File: src/rtl/fp32_pkg.sv
// Shared single-precision definitions used by the integer encoder and
// the FP datapath stages that follow it.
`timescale 1ns/1ps
package fp32_pkg;

    localparam int EXP_W    = 8;
    localparam int MAN_W    = 23;
    localparam int EXP_BIAS = 127;

    typedef struct packed {
        logic             sign;
        logic [EXP_W-1:0] exp;
        logic [MAN_W-1:0] man;
    } fp32_t;

    typedef enum logic [1:0] {
        IDLE,
        NORM,
        ROUND,
        DONE
    } state_t;

endpackage

File: src/rtl/fp_round_rne.sv
// Round-to-nearest-even on a normalised mantissa.
// A mantissa carry-out rolls the value to the next binade: the mantissa
// wraps to zero and the exponent is bumped by one.
`timescale 1ns/1ps
module fp_round_rne
    import fp32_pkg::*;
(
    input  logic [MAN_W-1:0] man,
    input  logic             guard,
    input  logic             sticky,
    input  logic [EXP_W-1:0] exp,
    output logic [MAN_W-1:0] man_out,
    output logic [EXP_W-1:0] exp_out
);

    logic         inc;
    logic [MAN_W:0] sum;

    // Round up above the halfway point, or exactly at it when the mantissa is odd
    assign inc     = guard & (sticky | man[0]);
    assign sum     = {1'b0, man} + {{MAN_W{1'b0}}, inc};
    assign man_out = sum[MAN_W-1:0];
    assign exp_out = exp + {{(EXP_W-1){1'b0}}, sum[MAN_W]};

endmodule

File: src/rtl/int_to_fp32.sv
// Sequential 32-bit integer (signed or unsigned) to IEEE754 single encoder.
// The magnitude is normalised one bit per cycle, then rounded to nearest even
// and presented behind a valid/ready handshake.
`timescale 1ns/1ps
module int_to_fp32 #(
    parameter int DATA_WIDTH = 32,
    parameter int EXP_BIAS   = 127
) (
    input  logic                  clk,
    input  logic                  rst,
    input  logic                  in_valid,
    output logic                  in_ready,
    input  logic [DATA_WIDTH-1:0] in_data,
    input  logic                  in_signed,
    output logic                  out_valid,
    input  logic                  out_ready,
    output logic [DATA_WIDTH-1:0] out_data
);

    import fp32_pkg::*;

    // Exponent of a magnitude whose MSB already sits in bit 31
    localparam logic [EXP_W-1:0] EXP_START = EXP_W'(EXP_BIAS + DATA_WIDTH - 1);

    state_t                  state;
    logic [DATA_WIDTH-1:0]   mag;
    logic [EXP_W-1:0]        exp_q;
    logic                    sign;
    logic                    zero_flag;
    logic                    neg_in;

    logic [MAN_W-1:0]        rnd_man;
    logic [EXP_W-1:0]        rnd_exp;
    fp32_t                   result;

    assign neg_in = in_signed & in_data[DATA_WIDTH-1];

    fp_round_rne u_round (
        .man     (mag[30:8]),
        .guard   (mag[7]),
        .sticky  (|mag[6:0]),
        .exp     (exp_q),
        .man_out (rnd_man),
        .exp_out (rnd_exp)
    );

    // Assemble the output word; a zero input always encodes as +0
    always_comb begin
        result = '0;
        if (!zero_flag) begin
            result.sign = sign;
            result.exp  = rnd_exp;
            result.man  = rnd_man;
        end
    end

    // Conversion FSM: accept, normalise bit by bit, round, hold until consumed
    always_ff @(posedge clk) begin
        if (rst) begin
            state     <= IDLE;
            in_ready  <= 1'b1;
            out_valid <= 1'b0;
            out_data  <= '0;
            mag       <= '0;
            exp_q     <= '0;
            sign      <= 1'b0;
            zero_flag <= 1'b0;
        end else begin
            case (state)
                IDLE: begin
                    if (in_valid && in_ready) begin
                        sign      <= neg_in;
                        mag       <= neg_in ? (~in_data + DATA_WIDTH'(1)) : in_data;
                        exp_q     <= EXP_START;
                        zero_flag <= 1'b0;
                        in_ready  <= 1'b0;
                        state     <= NORM;
                    end
                end
                NORM: begin
                    if (mag == '0) begin
                        zero_flag <= 1'b1;
                        state     <= ROUND;
                    end else if (mag[DATA_WIDTH-1]) begin
                        state <= ROUND;
                    end else begin
                        mag   <= mag << 1;
                        exp_q <= exp_q - EXP_W'(1);
                    end
                end
                ROUND: begin
                    out_data  <= result;
                    out_valid <= 1'b1;
                    state     <= DONE;
                end
                DONE: begin
                    if (out_ready) begin
                        out_valid <= 1'b0;
                        in_ready  <= 1'b1;
                        state     <= IDLE;
                    end
                end
                default: begin
                    state <= IDLE;
                end
            endcase
        end
    end

endmodule

File: config.mk
export PLATFORM = sky130hd
export DESIGN_NAME = int_to_fp32
export DESIGN_NICKNAME = d
export VERILOG_FILES = /design/src/rtl/fp32_pkg.sv /design/src/rtl/fp_round_rne.sv /design/src/rtl/int_to_fp32.sv
export SDC_FILE = /design/constraint.sdc
export NUM_CORES = 1
export LEC_CHECK = 0
export BUFFER_PORTS_ARGS = -buffer_cell sky130_fd_sc_hd__buf_4
export CORE_AREA = 4 4 137 139
export DETAILED_ROUTE_END_ITERATION = 6
export DIE_AREA = 0 0 141 143
export PLACE_DENSITY = 0.53
export REMOVE_ABC_BUFFERS = 1
export SETUP_SLACK_MARGIN = 0.3
export SLEW_MARGIN = 0
export SYNTH_ARGS = -nofsm -noshare
export SYNTH_HDL_FRONTEND = slang
export SYNTH_HIERARCHICAL = 1
export SYNTH_SLANG_ARGS = --single-unit
File: constraint.sdc
create_clock -name clk -period 4.02 [get_ports clk]
set_clock_uncertainty 0.1 [all_clocks]
set_input_delay 0.201 -clock clk [delete_from_list [all_inputs] [get_ports clk]]
set_output_delay 0.201 -clock clk [all_outputs]
set_load 0.03 [all_outputs]
==> results of run 1 <==
[worst register-to-register path: cells and delay by family, from the launching register on]
family | cells | cell delay, ns
buffers and inverters | 1 | 0.08
AND/OR/NAND/NOR | 8 | 1.70
XOR/XNOR | 1 | 0.14
AO/OA/AOI/OAI | 2 | 0.33
adder cells (fa/ha/maj) | 3 | 0.63
flip-flops | 1 | 0.32
[metal layers]
metal	share of wire	vias to the layer above	GRT usage
met1	0.52	2143	0.209
met4	0.013	0	0.0423
met2	0.44	97	0.213
li1	-	2358	-
met3	0.034	14	0.0208
met5	0	-	0
[kinds of logic (layout without fill, tap and decap cells)]
group                    count (synthesis)  after routing  synth area share
adder cells (fa/ha/maj)                 10             10            0.0258
multiplexers                            11             11            0.0227
flip-flops                              78             78             0.322
XOR/XNOR                                45             45            0.0813
buffers and inverters                   62            118            0.0495
AND/OR/NAND/NOR                        238            238             0.274
AO/OA/AOI/OAI                          173            173             0.225
[flip-flops by register name, indices dropped and copies added (netlist names)]
| signal | cells |
|---|---|
| out_valid | 1 |
| zero_flag | 1 |
| in_ready | 1 |
| sign | 1 |
| mag | 32 |
| exp_q | 8 |
| out_data | 32 |
| state | 2 |
[power by group]
group          total (W)  switching [W]  internal, W
Sequential       0.00122       0.000263     0.000957
Clock           0.000935       0.000316     0.000619
Combinational    0.00145       0.000884     0.000563
Total            0.00360        0.00146      0.00214
[metrics by stage]
| step | area [um^2] | power [W] |
|---|---|---|
| 5_1_grt | 5930 | 0.00385 |
| 2_1_floorplan | 4690 | 0.00215 |
| 6_report | 5930 | 0.00360 |
| 4_1_cts | 5930 | 0.00362 |
| 3_5_place_dp | 5580 | 0.00268 |
| 3_3_place_gp | 5580 | 0.00268 |
[worst max path at each step]
stage / depth (start not counted) / to / from / slack, ns
after floorplan: 15 / out_data[29]$_SDFFE_PP0P_ / mag[0]$_SDFFE_PP0P_ / 0.93
after global placement: 15 / out_data[29]$_SDFFE_PP0P_ / mag[0]$_SDFFE_PP0P_ / 0.65
after detailed placement: 15 / out_data[29]$_SDFFE_PP0P_ / mag[0]$_SDFFE_PP0P_ / 0.59
after CTS: 15 / out_data[29]$_SDFFE_PP0P_ / mag[0]$_SDFFE_PP0P_ / 0.58
after global routing: 15 / out_data[29]$_SDFFE_PP0P_ / mag[0]$_SDFFE_PP0P_ / 0.37
final: 15 / out_data[29]$_SDFFE_PP0P_ / mag[0]$_SDFFE_PP0P_ / 0.61
[synthesized netlist by cell type (all sizes together), types with 7 or more instances]
cell type  number  area (um^2)
a21oi          69          345
and3            9         57.6
nand4          12         90.1
nand2          24         90.1
and4            7         62.6
nor4           14          124
a31oi          22          138
inv            21         78.8
nor2b          37          231
and2            8         50.1
o21ai          25          125
mux2i          11          110
or3            10         62.6
nand3          21          105
a211oi          8         60.1
ha             10          125
dfxtp          78         1560
xnor2          28          245
nor2           65          244
xor2           17          149
a32oi           9         78.8
nor3           16         96.4
clkbuf         34          128
[cell type report]
type	count	area, um^2	share of cell area
clock buffers	11	243	0.0409
clock inverters	4	95.1	0.0160
inverters	22	82.6	0.0139
multi-input cells	477	3050	0.514
flip-flops and latches	78	1560	0.263
well taps	229	287	0.0483
repair buffers	81	611	0.103
==> metrics.md, run 1 <==
| Metric | Value |
|---|---|
| CTS tree | yes |
| Die height | 143 um |
| Worst slack, placed | 0.589 ns |
| Num ports | 71 |
| Routed vias | 4612 |
| WHS | 0.0483 ns |
| Clock latency on the worst-skew pair | 0.34 ns |
| Worst setup EP type | register |
| Commonest non-fill, non-tap cell in the layout | buf_4 |
| Via/cell ratio | 5.11 |
| Primary FF master, synth | dfxtp_1 |
| Fillers | 1922 |
| Largest net degree at the start of global routing | 44 |
| Worst Hold End | mag[0]$_SDFFE_PP0P_ |
| Worst reg2reg setup slack | 0.61 ns |
| Slew @ Worst Pin | 1.03 ns |
| Post-Syn Area | 4850 um^2 |
| FMAX | 293 MHz |
| Total of max-cap violations | 0 |
| Setup TNS | 0 ns |
| I/O Buffers | 70 |
| HP Class | in2reg |
| Top delay family on crit path | simple AND/OR/NAND/NOR gates |
| Clock Sinks | 78 |
| Area grow syn2layout | 22.3% |
| Layout Cells excl Fill | 902 |
| Synth warn | 6 |
| Distinct cells, synth | 57 |
| Num rows | 49 |
| Leak | 2.38 nW |
| Die footprint | 20200 um^2 |
| Fin. Hold Viols | 0 |
| Placer Congestion | 0.797 |
| Crit path cell chain | or4_1 > nor4_2 > inv_1 > o21a_1 > ha_1 > nand3_1 > nor4_4 > and4_2 > ha_1 > ha_1 > nand3_1 > nor2_1 > xor2_1 > a21oi_1 > nor2_1 |
| Hold-critical path depth | 3 |
| Final min period | 3.41 ns |
| CP required | 4.13 ns |
| Clock root cell | clkbuf_16 |
| Total global-route track usage | 0.142 |
| Iter 0 DRT Violations | 215 |
| R2R Path Start | mag[0]$_SDFFE_PP0P_ |
| Chip width | 141 um |
| Reg-to-Reg End | out_data[29]$_SDFFE_PP0P_ |
| Post-synth ARST share | 0 |
| Post-CTS Resized | 0 |
| Layout net count | 716 |
| Grt total ovfl | 0 |
| DRT antenna net count | 0 |
| Most frequent cells in the layout | 80 x buf_4, 78 x dfxtp_1, 69 x a21oi_1 |
| Worst setup SP type | register |
| Initial cell density of the core | 0.275 |
| # diodes | 0 |
| CTS Hold Buffers Added | 1 |
| DRC errors left | 0 |
| RSZ-0062 raised after global routing | no |
| Worst vdd ir | 0.270 mV |
| Instance count of the mapped netlist | 617 |
| Critical Path AT | 3.52 ns |
| WL per Instance | 15.9 um |
| Synth Register Bits | 78 |
| Crit path max fanout | 6 |
| Status | completed |
| CTS H-tree depth | 3 |
| Routed WL | 14300 um |
| Initial antenna violation count | 0 |
| Mapped Avg Cell Area | 7.86 um^2 |
| First-pass GRT wire length | 23400 um |
| Cts bufs inserted | 9 |
| Placed Cells | 886 |
| Hold Startpoint | in_data[0] |
| Core ar. | 17700 um^2 |
| 1st-pass router iterations | 4 |
| Slew headroom | 0.306 |
| Clock transition at path regs | 0.06 ns |
| CTS Buffer Depth | 2 |
| Setup violators final | 0 |
| Util after Layout | 0.336 |
| Max Slew Vio Count | 0 |
| Fin worst setup slack | 0.605 ns |
| Number of global-route vias before repair | 4396 |
| Critical path type | reg2reg |
| Hpwl dp | 10400 um |
| PwrDens | 608 nW/um^2 |
| Max incr delay on CP | 0.54 ns |
| Share of layout cells above drive strength 1 | 0.163 |
| Seq/Total Area, Yosys | 0.322 |
| Slowest cell on crit path | or4_1 |
| EDFF count, synth | 0 |
| Most common cell type on the critical path | ha_1 |
| R2R depth | 15 |
| WP buf/inv | 1 |
| Setup bufs post-CTS | 0 |
| Final period utilization | 0.849 |
Note: power is estimated with default switching activity, not from simulation.
==> run 2, diff against run 1 <==
--- a/config.mk
+++ b/config.mk
@@ -5,11 +5,12 @@
 export SDC_FILE = /design/constraint.sdc
 export NUM_CORES = 1
 export LEC_CHECK = 0
+export ABC_AREA = 1
 export BUFFER_PORTS_ARGS = -buffer_cell sky130_fd_sc_hd__buf_4
-export CORE_AREA = 4 4 137 139
+export CORE_AREA = 4 4 143 145
 export DETAILED_ROUTE_END_ITERATION = 6
-export DIE_AREA = 0 0 141 143
-export PLACE_DENSITY = 0.53
+export DIE_AREA = 0 0 147 149
+export PLACE_DENSITY = 0.52
 export REMOVE_ABC_BUFFERS = 1
 export SETUP_SLACK_MARGIN = 0.3
 export SLEW_MARGIN = 0
==> constraint.sdc (replaced) <==
create_clock -name clk -period 3.4 [get_ports clk]
set_clock_uncertainty 0.1 [all_clocks]
set_input_delay 0.17 -clock clk [delete_from_list [all_inputs] [get_ports clk]]
set_output_delay 0.17 -clock clk [all_outputs]
set_load 0.03 [all_outputs]
==> metrics.md, run 2 <==
| Metric | Value |
|---|---|
| Status | completed |
| Clock latency on the worst-skew pair | 0.35 ns (about the same) |
| WHS | 0.0281 ns (-0.0201 ns) |
| Post-Syn Area | 5260 um^2 (+8.4%) |
| Die height | 149 um (+4.2%) |
| Multi-input gate area | 3230 um^2 (+6.0%) |
| Post-synth top area cell | dfxtp_1 |
| Chip width | 147 um (+4.3%) |
| # diodes | 0 (unchanged) |
| 1st-pass router iterations | 5 (+1) |
| Synth Register Bits | 78 (unchanged) |
| Total of max-cap violations | 0 (unchanged) |
| Clock transition at path regs | 0.07 ns (about the same) |
| Commonest non-fill, non-tap cell in the layout | nand2_1 |
| CTS Hold Buffers Added | 0 (-1) |
| Final period utilization | 0.776 (-0.0737) |
| Initial antenna violation count | 0 (unchanged) |
| Num ports | 71 (unchanged) |
| Iter 0 DRT Violations | 257 (+20%) |
| CP required | 3.58 ns (-0.55 ns) |
| Comb pwr share | 0.420 (+0.018) |
| Setup TNS | 0 ns (unchanged) |
| Routed vias | 5359 (+16%) |
| Fin. Hold Viols | 0 (unchanged) |
| Crit path cell chain | nor2_2 > nand4_1 > o21a_1 > ha_1 > inv_1 > nor2_8 > nand2_4 > nor2_8 > nand3_2 > nor2_2 > ha_1 > ha_1 > nand3_1 > nor2_1 > xor2_1 > nand2_1 > a21oi_1 |
| Hpwl dp | 11800 um (+14%) |
| Area after DPL | 6020 um^2 (+7.8%) |
| Top cells by count, synth | 253 x nand2_1, 98 x nor2_1, 78 x dfxtp_1 |
| Hold Startpoint | in_data[0] |
| Slew @ Worst Pin | 0.945 ns (-0.0853 ns) |
| Num rows | 51 (+4.1%) |
| Worst reg2reg setup slack | 0.76 ns (+0.16 ns) |
| Slowest cell on crit path | dfxtp_1 |
| DRT antenna net count | 0 (unchanged) |
| Setup bufs post-CTS | 0 (unchanged) |
| R2R Path Start | mag[0]$_SDFFE_PP0P_ |
| Final min period | 2.64 ns (-0.777 ns) |
| Max Slew Vio Count | 0 (unchanged) |
| Routed WL | 15800 um (+9.9%) |
| Share of the synthesized area in the top cell type | 0.297 (-0.0249) |
| EDFF count, synth | 0 (unchanged) |
| Placer Congestion | 0.852 (+6.9%) |
| Fillers | 2170 (+13%) |
| RSZ-0062 raised after global routing | no |
| CTS H-tree depth | 3 (unchanged) |
| Share of layout cells above drive strength 1 | 0.153 (-0.0100) |
| Primary FF master, synth | dfxtp_1 |
| Seq/Total Area, Yosys | 0.297 (-0.0249) |
| Simple-gate share of the synthesized area | 0.424 (+0.150) |
| Pwr Total | 0.00425 W (+18%) |
| Area grow syn2layout | 20.3% |
| Distinct cells, synth | 38 (-33%) |
| Seq. cell area | 1560 um^2 (unchanged) |
| Clock root cell | clkbuf_16 |
| Core ar. | 19200 um^2 (+8.8%) |
| Total global-route track usage | 0.145 (+0.00313) |
| Cts bufs inserted | 9 (unchanged) |
| Max incr delay on CP | 0.36 ns (-0.18 ns) |
| Reg-to-Reg End | out_data[29]$_SDFFE_PP0P_ |
| Leak | 2.87 nW (+20%) |
| Clock Sinks | 78 (unchanged) |
| Slew headroom | 0.369 (+0.0625) |
| Adder-cell share of the synthesized area | 0.0238 (-0.00200) |
| CTS tree | yes |
| Internal cell power | 0.00236 W (+10%) |
| Setup violators final | 0 (unchanged) |
| PwrDens | 671 nW/um^2 (+10%) |
| Worst setup SP type | register |
| Grt total ovfl | 0 (unchanged) |
| Worst setup EP type | register |
| Initial cell density of the core | 0.274 (-0.000997) |
| CTS Buffer Depth | 2 (unchanged) |
| Hold-critical path depth | 3 (unchanged) |
| Largest registers | mag (32), out_data (32), exp_q (8) |
| HP Class | in2reg |
| Synth warn | 6 (unchanged) |
| Most common cell type on the critical path | ha_1 |
| I/O Buffers | 70 (unchanged) |
| Largest net degree at the start of global routing | 48 (+9.1%) |
| Crit path max fanout | 6 (unchanged) |
| Mapped Avg Cell Area | 6.24 um^2 (-21%) |
| Via/cell ratio | 4.58 (-10%) |
| Util after Layout | 0.329 (-0.00652) |
| Critical path type | reg2reg |
| Net Sw Power | 0.00188 W (+29%) |
| Post-CTS Resized | 0 (unchanged) |
| Die footprint | 21900 um^2 (+8.6%) |
| Layout net count | 948 (+32%) |
| Post-synth ARST share | 0 (unchanged) |
| Most frequent cells in the layout | 253 x nand2_1, 97 x nor2_1, 79 x buf_4 |
| Critical Path AT | 2.82 ns (-0.70 ns) |
| Synth Area in XOR/XNOR | 0.0381 (-0.0432) |
| WL per Instance | 13.5 um (-15%) |
| DRC errors left | 0 (unchanged) |
| Switching part of the total | 0.444 (+0.0375) |
| Top delay family on crit path | simple AND/OR/NAND/NOR gates |
| Worst vdd ir | 0.310 mV (+15%) |
| R2R depth | 17 (+2) |
| Synth Area in Compound Gates | 0.129 (-0.0960) |
| Clock power share | 0.239 (-0.021) |
| Number of global-route vias before repair | 4996 (+14%) |
| Part of the power in registers | 0.341 (+0.002) |
| Instance count of the mapped netlist | 842 (+36%) |
| Mux cell area share after synthesis | 0 (-0.0227) |
| Worst Hold End | mag[0]$_SDFFE_PP0P_ |
| Most frequent cell after synthesis | nand2_1 |
| Design area | 6320 um^2 (+6.7%) |
| Top cells by area, synth | dfxtp_1 30%, nand2_1 18%, nand3_1 7.0% |
| Largest family of logic cells by synthesized area | simple AND/OR/NAND/NOR gates |
| First-pass GRT wire length | 26100 um (+11%) |
| FMAX | 379 MHz (+29%) |
| WP buf/inv | 1 (unchanged) |
## run 2: power groups by stage
stage | registers [W] | clock network [W] | logic [W]
after floorplan | 0.00149 | 0 | 0.00113
after global placement | 0.00146 | 0 | 0.00180
after detailed placement | 0.00147 | 0 | 0.00179
after CTS | 0.00145 | 0.00105 | 0.00179
after global routing | 0.00150 | 0.00108 | 0.00203
final | 0.00145 | 0.00101 | 0.00178
## run 2: logic make-up (layout without fill, tap and decap cells)
family,count (synthesis),count (layout)
xor+xnor,22,22
compound gates,132,132
flops,78,78
simple gates,490,490
buf+inv,110,174
fa+ha+maj,10,10
## run 2: worst max path at each step
stage | from | to | slack (ns) | depth (start not counted)
2_1_floorplan | state[1]$_SDFFE_PP0P_ | exp_q[3]$_SDFFE_PP0P_ | 0.96 | 8
3_3_place_gp | mag[0]$_SDFFE_PP0P_ | out_data[29]$_SDFFE_PP0P_ | 0.76 | 17
3_5_place_dp | mag[0]$_SDFFE_PP0P_ | out_data[29]$_SDFFE_PP0P_ | 0.73 | 17
4_1_cts | mag[0]$_SDFFE_PP0P_ | out_data[29]$_SDFFE_PP0P_ | 0.72 | 17
5_1_grt | mag[0]$_SDFFE_PP0P_ | out_data[29]$_SDFFE_PP0P_ | 0.42 | 17
6_report | mag[0]$_SDFFE_PP0P_ | out_data[29]$_SDFFE_PP0P_ | 0.76 | 17
## run 2: per-layer routing
| layer | track usage | up-vias | part of all wire | wire length [um] |
|---|---|---|---|---|
| li1 | - | 2839 | - | - |
| met1 | 0.208 | 2415 | 0.51 | 8110 |
| met2 | 0.230 | 94 | 0.44 | 6890 |
| met3 | 0.0225 | 11 | 0.038 | 592 |
| met4 | 0.0336 | 0 | 0.011 | 169 |
| met5 | 0 | - | 0 | 0 |
## run 2: worst register-to-register path: stages (launching register included)
cell	delay, ns
dfxtp_1	0.36
nor2_2	0.06
nand4_1	0.10
o21a_1	0.14
ha_1	0.17
inv_1	0.10
nor2_8	0.17
nand2_4	0.09
nor2_8	0.14
nand3_2	0.08
nor2_2	0.09
ha_1	0.18
ha_1	0.18
nand3_1	0.13
nor2_1	0.14
xor2_1	0.15
nand2_1	0.06
a21oi_1	0.12
## run 2: per-stage QoR
step / setup slack [ns] / std cells
CTS: 0.722 / 1171
detailed placement: 0.727 / 1155
floorplan: 0.957 / 811
finish: 0.763 / 1171
global placement: 0.759 / 1155
global route: 0.425 / 1171
## run 2: final cells by class
cell class / count / share of cell area
flip-flops and latches: 78 / 0.247
inverters: 79 / 0.0469
repair buffers: 79 / 0.0938
multi-input cells: 654 / 0.511
well taps: 265 / 0.0524
clock inverters: 6 / 0.0111
clock buffers: 10 / 0.0378
